[config.mk]
export PLATFORM = sky130hd
export DESIGN_NAME = alu_issue_stage
export DESIGN_NICKNAME = d
export VERILOG_FILES = /design/src/rtl/alu_pkg.sv /design/src/rtl/alu_cmd_fifo.sv /design/src/rtl/alu_issue_stage.sv
export SDC_FILE = /design/constraint.sdc
export NUM_CORES = 1
export LEC_CHECK = 0
export ABC_CLOCK_PERIOD_IN_PS = 3050
export BUFFER_PORTS_ARGS = -buffer_cell sky130_fd_sc_hd__buf_2
export CAP_MARGIN = 20
export CORE_MARGIN = 2
export CORE_UTILIZATION = 56
export CTS_CLUSTER_DIAMETER = 80
export DETAILED_ROUTE_END_ITERATION = 8
export PLACE_DENSITY = 0.78
export SLEW_MARGIN = 40
export SYNTH_ARGS = -nofsm -noshare
export SYNTH_HDL_FRONTEND = slang
export SYNTH_HIERARCHICAL = 1
export SYNTH_SLANG_ARGS = --single-unit
[constraint.sdc]
create_clock -name iClk -period 3.05 [get_ports iClk]
set_clock_uncertainty 0.15 [all_clocks]
set_input_delay 0.61 -clock iClk [delete_from_list [all_inputs] [get_ports iClk]]
set_output_delay 0.61 -clock iClk [all_outputs]
set_load 0.005 [all_outputs]
[src/rtl/alu_pkg.sv]
// Shared types for the ALU issue stage.
// Opcodes, FSM states and default datapath width.
package alu_pkg;

    localparam int WIDTH_DEF = 16;

    typedef enum logic [3:0] {
        OP_AND = 4'd0,
        OP_OR  = 4'd1,
        OP_ADD = 4'd2,
        OP_NOR = 4'd3,
        OP_EQ  = 4'd4,
        OP_SUB = 4'd5,
        OP_LT  = 4'd6,
        OP_MUL = 4'd7,
        OP_DIV = 4'd8
    } op_e;

    localparam logic [3:0] OP_LAST = 4'd8;

    typedef enum logic [1:0] {
        IDLE,
        EXEC,
        RESULT
    } state_e;

endpackage

[src/rtl/alu_cmd_fifo.sv]
// Synchronous command FIFO.
// Pointers wrap naturally; count has one extra bit.
module alu_cmd_fifo #(
    parameter int DEPTH = 4,
    parameter int DW    = 36
) (
    input  logic                     clk_i,
    input  logic                     rst_ni,
    input  logic                     push_i,
    input  logic                     pop_i,
    input  logic [DW-1:0]            din_i,
    output logic [DW-1:0]            dout_o,
    output logic                     full_o,
    output logic                     empty_o,
    output logic [$clog2(DEPTH):0]   count_o
);

    localparam int AW = $clog2(DEPTH);

    logic [DW-1:0] mem_q [DEPTH];
    logic [AW-1:0] wr_ptr_q, rd_ptr_q;
    logic [AW:0]   count_q, count_d;
    logic          do_push, do_pop;

    assign full_o  = (count_q == (AW+1)'(DEPTH));
    assign empty_o = (count_q == '0);
    assign count_o = count_q;
    assign dout_o  = mem_q[rd_ptr_q];

    assign do_push = push_i && !full_o;
    assign do_pop  = pop_i && !empty_o;

    always_comb begin
        count_d = count_q;
        if (do_push && !do_pop) begin
            count_d = count_q + 1'b1;
        end else if (do_pop && !do_push) begin
            count_d = count_q - 1'b1;
        end
    end

    always_ff @(posedge clk_i or negedge rst_ni) begin
        if (!rst_ni) begin
            wr_ptr_q <= '0;
            rd_ptr_q <= '0;
            count_q  <= '0;
        end else begin
            if (do_push) wr_ptr_q <= wr_ptr_q + 1'b1;
            if (do_pop)  rd_ptr_q <= rd_ptr_q + 1'b1;
            count_q <= count_d;
        end
    end

    // Storage needs no reset; count gates every read.
    always_ff @(posedge clk_i) begin
        if (do_push) mem_q[wr_ptr_q] <= din_i;
    end

endmodule

[src/rtl/alu_issue_stage.sv]
// Issue stage in front of the combinational ALU.
// Queues commands, holds operands, captures results.
module alu_issue_stage
    import alu_pkg::*;
#(
    parameter int WIDTH  = WIDTH_DEF,
    parameter int DEPTH  = 4,
    parameter int SETTLE = 1
) (
    input  logic             iClk,
    input  logic             iRst_n,
    input  logic             iCmdValid,
    output logic             oCmdReady,
    input  logic [3:0]       iCmdOp,
    input  logic [WIDTH-1:0] iCmdA,
    input  logic [WIDTH-1:0] iCmdB,
    output logic [WIDTH-1:0] oAluA,
    output logic [WIDTH-1:0] oAluB,
    output logic [3:0]       oAluCtrl,
    input  logic [WIDTH-1:0] iAluOut,
    input  logic             iAluCarry,
    output logic             oResValid,
    input  logic             iResReady,
    output logic [WIDTH-1:0] oResData,
    output logic             oResCarry,
    output logic             oResZero,
    output logic             oResErr,
    output logic [3:0]       oResOp,
    output logic             oBusy
);

    localparam int DW = 4 + 2 * WIDTH;
    localparam int CW = $clog2(DEPTH) + 1;
    localparam int SW = $clog2(SETTLE + 1);

    state_e          state_q;
    logic [SW-1:0]   cnt_q;
    logic            full, empty, pop;
    logic [CW-1:0]   count;
    logic [DW-1:0]   head;
    logic [3:0]      head_op;
    logic [WIDTH-1:0] head_a, head_b;
    logic [WIDTH-1:0] cap_data;
    logic            cap_carry, cap_err;

    assign oCmdReady = !full;
    assign {head_op, head_a, head_b} = head;
    assign oBusy = (count != '0) || (state_q != IDLE);

    assign pop = !empty &&
                 ((state_q == IDLE) ||
                  (state_q == RESULT && iResReady));

    alu_cmd_fifo #(
        .DEPTH (DEPTH),
        .DW    (DW)
    ) u_fifo (
        .clk_i   (iClk),
        .rst_ni  (iRst_n),
        .push_i  (iCmdValid && !full),
        .pop_i   (pop),
        .din_i   ({iCmdOp, iCmdA, iCmdB}),
        .dout_o  (head),
        .full_o  (full),
        .empty_o (empty),
        .count_o (count)
    );

    // Error cases override whatever the ALU drives.
    always_comb begin
        cap_data  = iAluOut;
        cap_carry = 1'b0;
        cap_err   = 1'b0;
        unique case (1'b1)
            (oAluCtrl > OP_LAST): begin
                cap_data = '0;
                cap_err  = 1'b1;
            end
            (oAluCtrl == OP_DIV && oAluB == '0): begin
                cap_data = '1;
                cap_err  = 1'b1;
            end
            (oAluCtrl == OP_ADD): cap_carry = iAluCarry;
            default: ;
        endcase
    end

    always_ff @(posedge iClk or negedge iRst_n) begin
        if (!iRst_n) begin
            state_q   <= IDLE;
            cnt_q     <= '0;
            oAluA     <= '0;
            oAluB     <= '0;
            oAluCtrl  <= '0;
            oResValid <= 1'b0;
            oResData  <= '0;
            oResCarry <= 1'b0;
            oResZero  <= 1'b0;
            oResErr   <= 1'b0;
            oResOp    <= '0;
        end else begin
            unique case (state_q)
                IDLE: begin
                    if (!empty) begin
                        oAluA    <= head_a;
                        oAluB    <= head_b;
                        oAluCtrl <= head_op;
                        cnt_q    <= SW'(SETTLE);
                        state_q  <= EXEC;
                    end
                end
                EXEC: begin
                    if (cnt_q == SW'(1)) begin
                        oResData  <= cap_data;
                        oResCarry <= cap_carry;
                        oResZero  <= (cap_data == '0);
                        oResErr   <= cap_err;
                        oResOp    <= oAluCtrl;
                        oResValid <= 1'b1;
                        state_q   <= RESULT;
                    end else begin
                        cnt_q <= cnt_q - SW'(1);
                    end
                end
                RESULT: begin
                    if (iResReady) begin
                        oResValid <= 1'b0;
                        if (!empty) begin
                            oAluA    <= head_a;
                            oAluB    <= head_b;
                            oAluCtrl <= head_op;
                            cnt_q    <= SW'(SETTLE);
                            state_q  <= EXEC;
                        end else begin
                            state_q <= IDLE;
                        end
                    end
                end
                default: state_q <= IDLE;
            endcase
        end
    end

endmodule

* Word-level counts from Yosys, hierarchy flattened
Memory sizes are Yosys's and may differ from the RTL's.
Cells that the tools add are included.
** Storage, ports and cells
- Flip-flop bits (word level) :: 70
- Bits in writable memories :: 144
- Bits of input ports :: 57
- Output and inout bits :: 62
- Word-level logic and storage cells :: 87
- Memories :: 1
** Operators by class
- Add/subtract/negate cells :: 5
- $lt $le $gt $ge :: 1
- Eq/ne operators :: 8
- Multiplexer cells :: 28
- Reductions and logical operators :: 30
** Memory list
- u_fifo.mem_q :: words 4, width 36, read ports 1, clocked after memory_dff 0, wr ports 1, RTL line alu_cmd_fifo.sv:20 : logic [DW-1:0] mem_q [DEPTH];
** Operators by type and width (number)
- one-hot mux 16 bit (2 select lines) :: 3
- two-way mux 16 bit :: 4
- logical NOT 16 bit :: 2
- two-way mux 1 bit :: 10
- logical AND 1 bit :: 8
- two-way mux 4 bit :: 2
- one-hot mux 4 bit (2 select lines) :: 1
- nonzero test 2 bit :: 4
- two-way mux 2 bit :: 3
- two-way mux 3 bit :: 2
- != test 2 bit (second input constant) :: 3
- one-hot mux 2 bit (3 select lines) :: 1
- AND reduction 2 bit :: 3
- AND reduction 3 bit :: 2
- nonzero test 3 bit :: 2
- adder 2 x 1 -> 2 bit (second input constant) :: 2
- equality test 4 x 2 -> 1 bit (second input constant) :: 1
- equality test 4 bit (second input constant) :: 1
- greater-than comparator 4 bit (second input constant) :: 1
- logical NOT 1 bit :: 4
- adder 3 x 1 -> 3 bit (second input constant) :: 1
- equality test 3 bit (second input constant) :: 1
- logical NOT 3 bit :: 1
- one-hot mux 1 bit (3 select lines) :: 1
- other kinds (8) :: 9

* Logic depth before layout (Yosys ltp)
- Depth in word-level cells :: 8
- Depth in mapped cells :: 11

* Hierarchy
The synthesis kept the hierarchy.
** By module, submodules not included
- alu_cmd_fifo :: times used 1, cells each 224, area an instance 5635.4 µm², sequential area each 4499.3 µm²
- alu_issue_stage :: times used 1, cells each 209, area an instance 2752.6 µm², sequential area each 1576.5 µm²

* Least setup slack after synthesis
OpenSTA, ideal clock, no wires.
- Path type :: register -> register
- Start point :: reg u_fifo.count_q[0] (netlist: u_fifo/count_o[0])
- End point :: reg u_fifo.count_q[2] (netlist: u_fifo/count_o[2])
- Arrival time :: 2.226 ns
- Data required time :: 2.821 ns
- Slack :: 0.594 ns
- Cell stages (with the launch flop) :: 12
- Buffers on the path :: 1
- Cells stage by stage :: dfrtp_1 -> or3_1 -> inv_1 -> a211oi_2 -> buf_2 -> nand2_1 -> ha_1 -> inv_1 -> fa_1 -> xor2_1 -> nor2_1 -> xor2_1
** On the way
- Cells in the longest elaborated chain, start to end :: 7
- Elaborated cells between the ends (all ways) :: 17
- Classes of those cells :: 2 x add/sub; 1 x eq/ne; 2 x mux; 12 x reduce/logical
** RTL lines
- start, declared :: RTL line alu_cmd_fifo.sv:22 : logic [AW:0] count_q, count_d;
- start signal, assigned :: RTL line alu_cmd_fifo.sv:50 : count_q <= count_d;
- logical NOT 3 bit * :: RTL line alu_cmd_fifo.sv:26 : assign empty_o = (count_q == '0);
- named net empty :: RTL line alu_issue_stage.sv:38 : logic full, empty, pop;
- logical NOT 1 bit * :: RTL line alu_issue_stage.sv:50 : assign pop = !empty &&
- logical AND 1 bit * :: RTL line alu_issue_stage.sv:50
- named net pop :: RTL line alu_issue_stage.sv:38
- logical AND 1 bit * :: RTL line alu_cmd_fifo.sv:31 : assign do_pop = pop_i && !empty_o;
- logical NOT 1 bit :: RTL line alu_cmd_fifo.sv:35 : if (do_push && !do_pop) begin
- logical AND 1 bit :: RTL line alu_cmd_fifo.sv:35
- two-way mux 3 bit / nonzero test 2 bit (equally long branches)
The timed path passes the listed nets; every way through them passes the cells marked *. The select of a mux whose other input is x is not followed.
A chain may end at the register's enable or synchronous reset.

* Worst setup path in the final report
- Start point :: reg u_fifo.count_q[2] (netlist: u_fifo/count_o[2])
- End point :: reg u_fifo.count_q[2] (netlist: u_fifo/count_o[2])
** On the way
- Cells in the longest elaborated chain, start to end :: 7
- Elaborated cells between the ends (all ways) :: 17
- Classes of those cells :: 2 x add/sub; 1 x eq/ne; 2 x mux; 12 x reduce/logical
** RTL lines
- equality test 3 bit * :: RTL line alu_cmd_fifo.sv:25 : assign full_o = (count_q == (AW+1)'(DEPTH));
- named net full :: RTL line alu_issue_stage.sv:38
- logical NOT 1 bit * :: RTL line alu_cmd_fifo.sv:30, alu_issue_stage.sv:60
- logical AND 1 bit :: RTL line alu_issue_stage.sv:60 : .push_i (iCmdValid && !full),
- logical AND 1 bit * :: RTL line alu_cmd_fifo.sv:30 : assign do_push = push_i && !full_o;
- logical NOT 1 bit :: RTL line alu_cmd_fifo.sv:37 : end else if (do_pop && !do_push) begin
- logical AND 1 bit :: RTL line alu_cmd_fifo.sv:37
- nonzero test 2 bit (no line)
Marked as above.

==> impl_metrics.py <==
metrics = {
    "run_status": {
        "outcome": "complete, no violations",
    },
    "routing": {
        "drc": 0,
        "viasPerCell": 5.68,
        "antenna_left": 0,
        "drt_iter0_markers": 265,
        "wl_per_cell_um": 21.7,
        "firstDrtPassIters": 4,
        "drt_wl_total_um": 16800,
        "via_count": 4395,
    },
    "sta": {
        "setup_slack_ns": 0.503,
        "grt_setup_unrepaired": "false",
        "maxSlewHeadroom": 0.566,
        "final-setup-viol-count": 0,
        "worstMarginPinSlew_ns": 0.651,
        "period_needed_ns": 2.55,
        "fmax_mhz": 393,
        "final_max_slew_viol_count": 0,
        "hold_viol": 0,
        "period_share": 0.835,
        "timing.setup.tns_ns": 0,
    },
    "floorplanning": {
        "ioPinCount": 119,
        "core_area_mm2": 0.0146,
        "die_h_um": 126,
        "die_w_um": 126,
        "rows": 44,
        "dieArea_mm2": 0.0160,
        "start_util": 0.575,
    },
    "synth": {
        "ys_seq_area_frac": 0.724,
        "synth_seq_cells": 214,
        "synth_area_leader_cell": "edfxtp_1",
        "syn_inst": 433,
        "syn-cell-area_mm2": 0.00839,
        "synth_nets": 496,
        "synth_cell_types": 41,
        "synth_area_leaders": "edfxtp_1 52%, dfrtp_1 21%, mux4_2 9.7%",
        "yosysWarnings": 6,
        "yosys.area.top_type_share": 0.516,
        "synth_area_per_cell_um2": 19.4,
    },
    "flow_run": {
        "maxCapViolCount": 0,
    },
    "worst_setup_path": {
        "start_kind": "flop",
        "reg2reg_to": "u_fifo/count_o[2]$_DFFE_PN0P_",
        "rrSetupSlack_ns": 0.50,
        "critPathKind": "flop to flop",
        "cp-startpoint": "u_fifo/count_o[2]$_DFFE_PN0P_",
        "endpoint": "u_fifo/count_o[2]$_DFFE_PN0P_",
        "critical_path_required_ns": 3.31,
        "reg2reg_depth": 9,
        "crit_fanout": 7,
        "r2r_start": "u_fifo/count_o[2]$_DFFE_PN0P_",
        "critPathArrivalTime_ns": 2.81,
        "critical_path.endpoint_type": "flop",
    },
    "layout": {
        "fin_util": 0.680,
        "n_fill_cell": 953,
        "final_nets": 634,
        "drive_gt1_frac": 0.454,
        "synthToLayoutAreaGrowth_pct": 18.2,
    },
    "global_routing": {
        "grt_start_max_net_pins": 40,
        "gr-total-overflow": 0,
        "grt_antenna_before_repair": 2,
        "grt_pass1_wl_um": 25800,
        "grt_pass1_vias": 4579,
        "grt.total_usage": 0.212,
    },
    "power_and_ir_drop": {
        "p_per_area_mw_per_mm2": 1080,
        "cellLeakagePower_nw": 3.76,
        "peakVddDrop_uv": 612,
        "power_w": 0.0107,
    },
    "place": {
        "portBuffers": 118,
        "dp_hpwl_um": 10600,
        "pre_cts_ws_ns": 0.438,
        "gp_congestion": 0.788,
    },
    "clock_network": {
        "cts_made_buffers": 23,
        "cts_root_buf": "clkbuf_16",
        "clk_pin_slew_ns": 0.06,
        "cts_tree": "yes",
        "cts_sinks": 214,
        "clk_path_buf_depth": 3,
        "ctsResizeCount": 0,
        "cts-htree-levels": 1,
        "insertion_delay_ns": 0.50,
    },
    "min_path": {
        "hp-class": "input port to flop",
    },
}
## power breakdown
| group | switching [W] | total [W] | internal [W] |
|---|---|---|---|
| Combinational | 0.00157 | 0.00330 | 0.00173 |
| Clock | 0.00106 | 0.00279 | 0.00172 |
| Sequential | 0.000600 | 0.00465 | 0.00405 |
## synthesized netlist by cell type, drive strengths merged
cell / instances
edfxtp: 144
dfrtp: 70
mux2: 39
mux4: 36
buf: 20
nand2: 19
nor2: 19
o21ai: 19
o22ai: 16
nor4: 8
inv: 7
and2: 5
ha: 5
xnor2: 4
nor2b: 2
nor3: 2
or3: 2
xor2: 2
a211oi: 1
a21boi: 1
a21o: 1
a21oi: 1
a31oi: 1
a41o: 1
and2b: 1
and4: 1
fa: 1
nand3: 1
nor3b: 1
o22a: 1
o41a: 1
or4: 1
## worst max-delay path: stages, from the launching register on
cell	delay, ns
dfrtp_1	0.41
nor3b_2	0.18
nor2b_1	0.11
nor2b_1	0.46
ha_1	0.28
inv_1	0.06
fa_1	0.38
xor2_1	0.17
nor2_1	0.12
xor2_1	0.15
## worst min-delay path by stage
| stage | from | to | slack [ns] | cells past startpoint |
|---|---|---|---|---|
| 2_1_floorplan | iRst_n | cnt_q$_DFFE_PN0P_ | 0.16 | 0 |
| 3_3_place_gp | oResOp[3]$_DFFE_PN0P_ | oResOp[3]$_DFFE_PN0P_ | 0.32 | 2 |
| 3_5_place_dp | oResOp[3]$_DFFE_PN0P_ | oResOp[3]$_DFFE_PN0P_ | 0.31 | 2 |
| 4_1_cts | iCmdA[9] | u_fifo/mem_q[0][25]$_DFFE_PP_ | 0.17 | 1 |
| 5_1_grt | iCmdB[2] | u_fifo/mem_q[0][2]$_DFFE_PP_ | 0.17 | 1 |
| 6_report | iCmdB[2] | u_fifo/mem_q[0][2]$_DFFE_PP_ | 0.18 | 1 |
## final cells by class
| class | count | area, um^2 | share of cell area |
|---|---|---|---|
| Inverter | 7 | 26.3 | 0.00265 |
| Clock buffer | 34 | 647 | 0.0653 |
| Multi-Input combinational cell | 192 | 2080 | 0.210 |
| Timing Repair Buffer | 133 | 721 | 0.0727 |
| Clock inverter | 8 | 120 | 0.0121 |
| Sequential cell | 214 | 6080 | 0.613 |
| Tap cell | 184 | 230 | 0.0232 |
| Antenna cell | 2 | 5.00 | 0.000505 |
## cells in the final DEF (no fill, tap or decap), types with 9 or more instances in the layout
| master | netlist | layout |
|---|---|---|
| edfxtp_1 | 144 | 144 |
| buf_2 | 6 | 117 |
| dfrtp_1 | 70 | 68 |
| mux2_2 | 38 | 38 |
| mux4_2 | 36 | 36 |
| clkbuf_16 | 0 | 23 |
| nor2_1 | 19 | 19 |
| nand2_1 | 18 | 18 |
| buf_4 | 3 | 14 |
| o22ai_2 | 11 | 11 |
| o21ai_1 | 10 | 10 |
| o21ai_0 | 9 | 9 |
## metal layers
metal | vias to the layer above | track usage | share of wire
met1 | 2232 | 0.275 | 0.40
met4 | 0 | 0.0608 | 0.020
met5 | - | 0 | 0
met3 | 26 | 0.0430 | 0.068
li1 | 1973 | - | -
met2 | 164 | 0.366 | 0.51
## through the flow
stage	hold WS, ns	area [um^2]	cells
2_1_floorplan	0.164	8390	433
3_3_place_gp	0.319	9130	729
3_5_place_dp	0.308	9130	729
4_1_cts	0.165	9910	772
5_1_grt	0.165	9910	772
6_report	0.179	9910	774
## cells by family after synthesis
| logic type | Yosys count | synth area share |
|---|---|---|
| compound gates | 43 | 0.0416 |
| xor+xnor | 6 | 0.00626 |
| fa+ha+maj | 6 | 0.00984 |
| buf+inv | 27 | 0.0288 |
| flops | 214 | 0.724 |
| mux | 75 | 0.149 |
| simple gates | 62 | 0.0397 |
## sequential cells by signal (all words and copies together), names as in the netlist, 2 cells and up
| signal | flops |
|---|---|
| oResOp | 4 |
| oAluA | 16 |
| u_fifo/rd_ptr_q | 2 |
| state_q | 2 |
| u_fifo/mem_q | 144 |
| oResData | 16 |
| u_fifo/wr_ptr_q | 2 |
| u_fifo/count_o | 3 |
| oAluB | 16 |
| oAluCtrl | 4 |
## timing repair
item / in CTS / in global routing
hold buffers: 1 / 0
endpoints found under the hold margin: 32 / 0
setup buffers: 0 / 0
setup endpoints to repair: 0 / 0
Power figures use the tool's default switching activity.
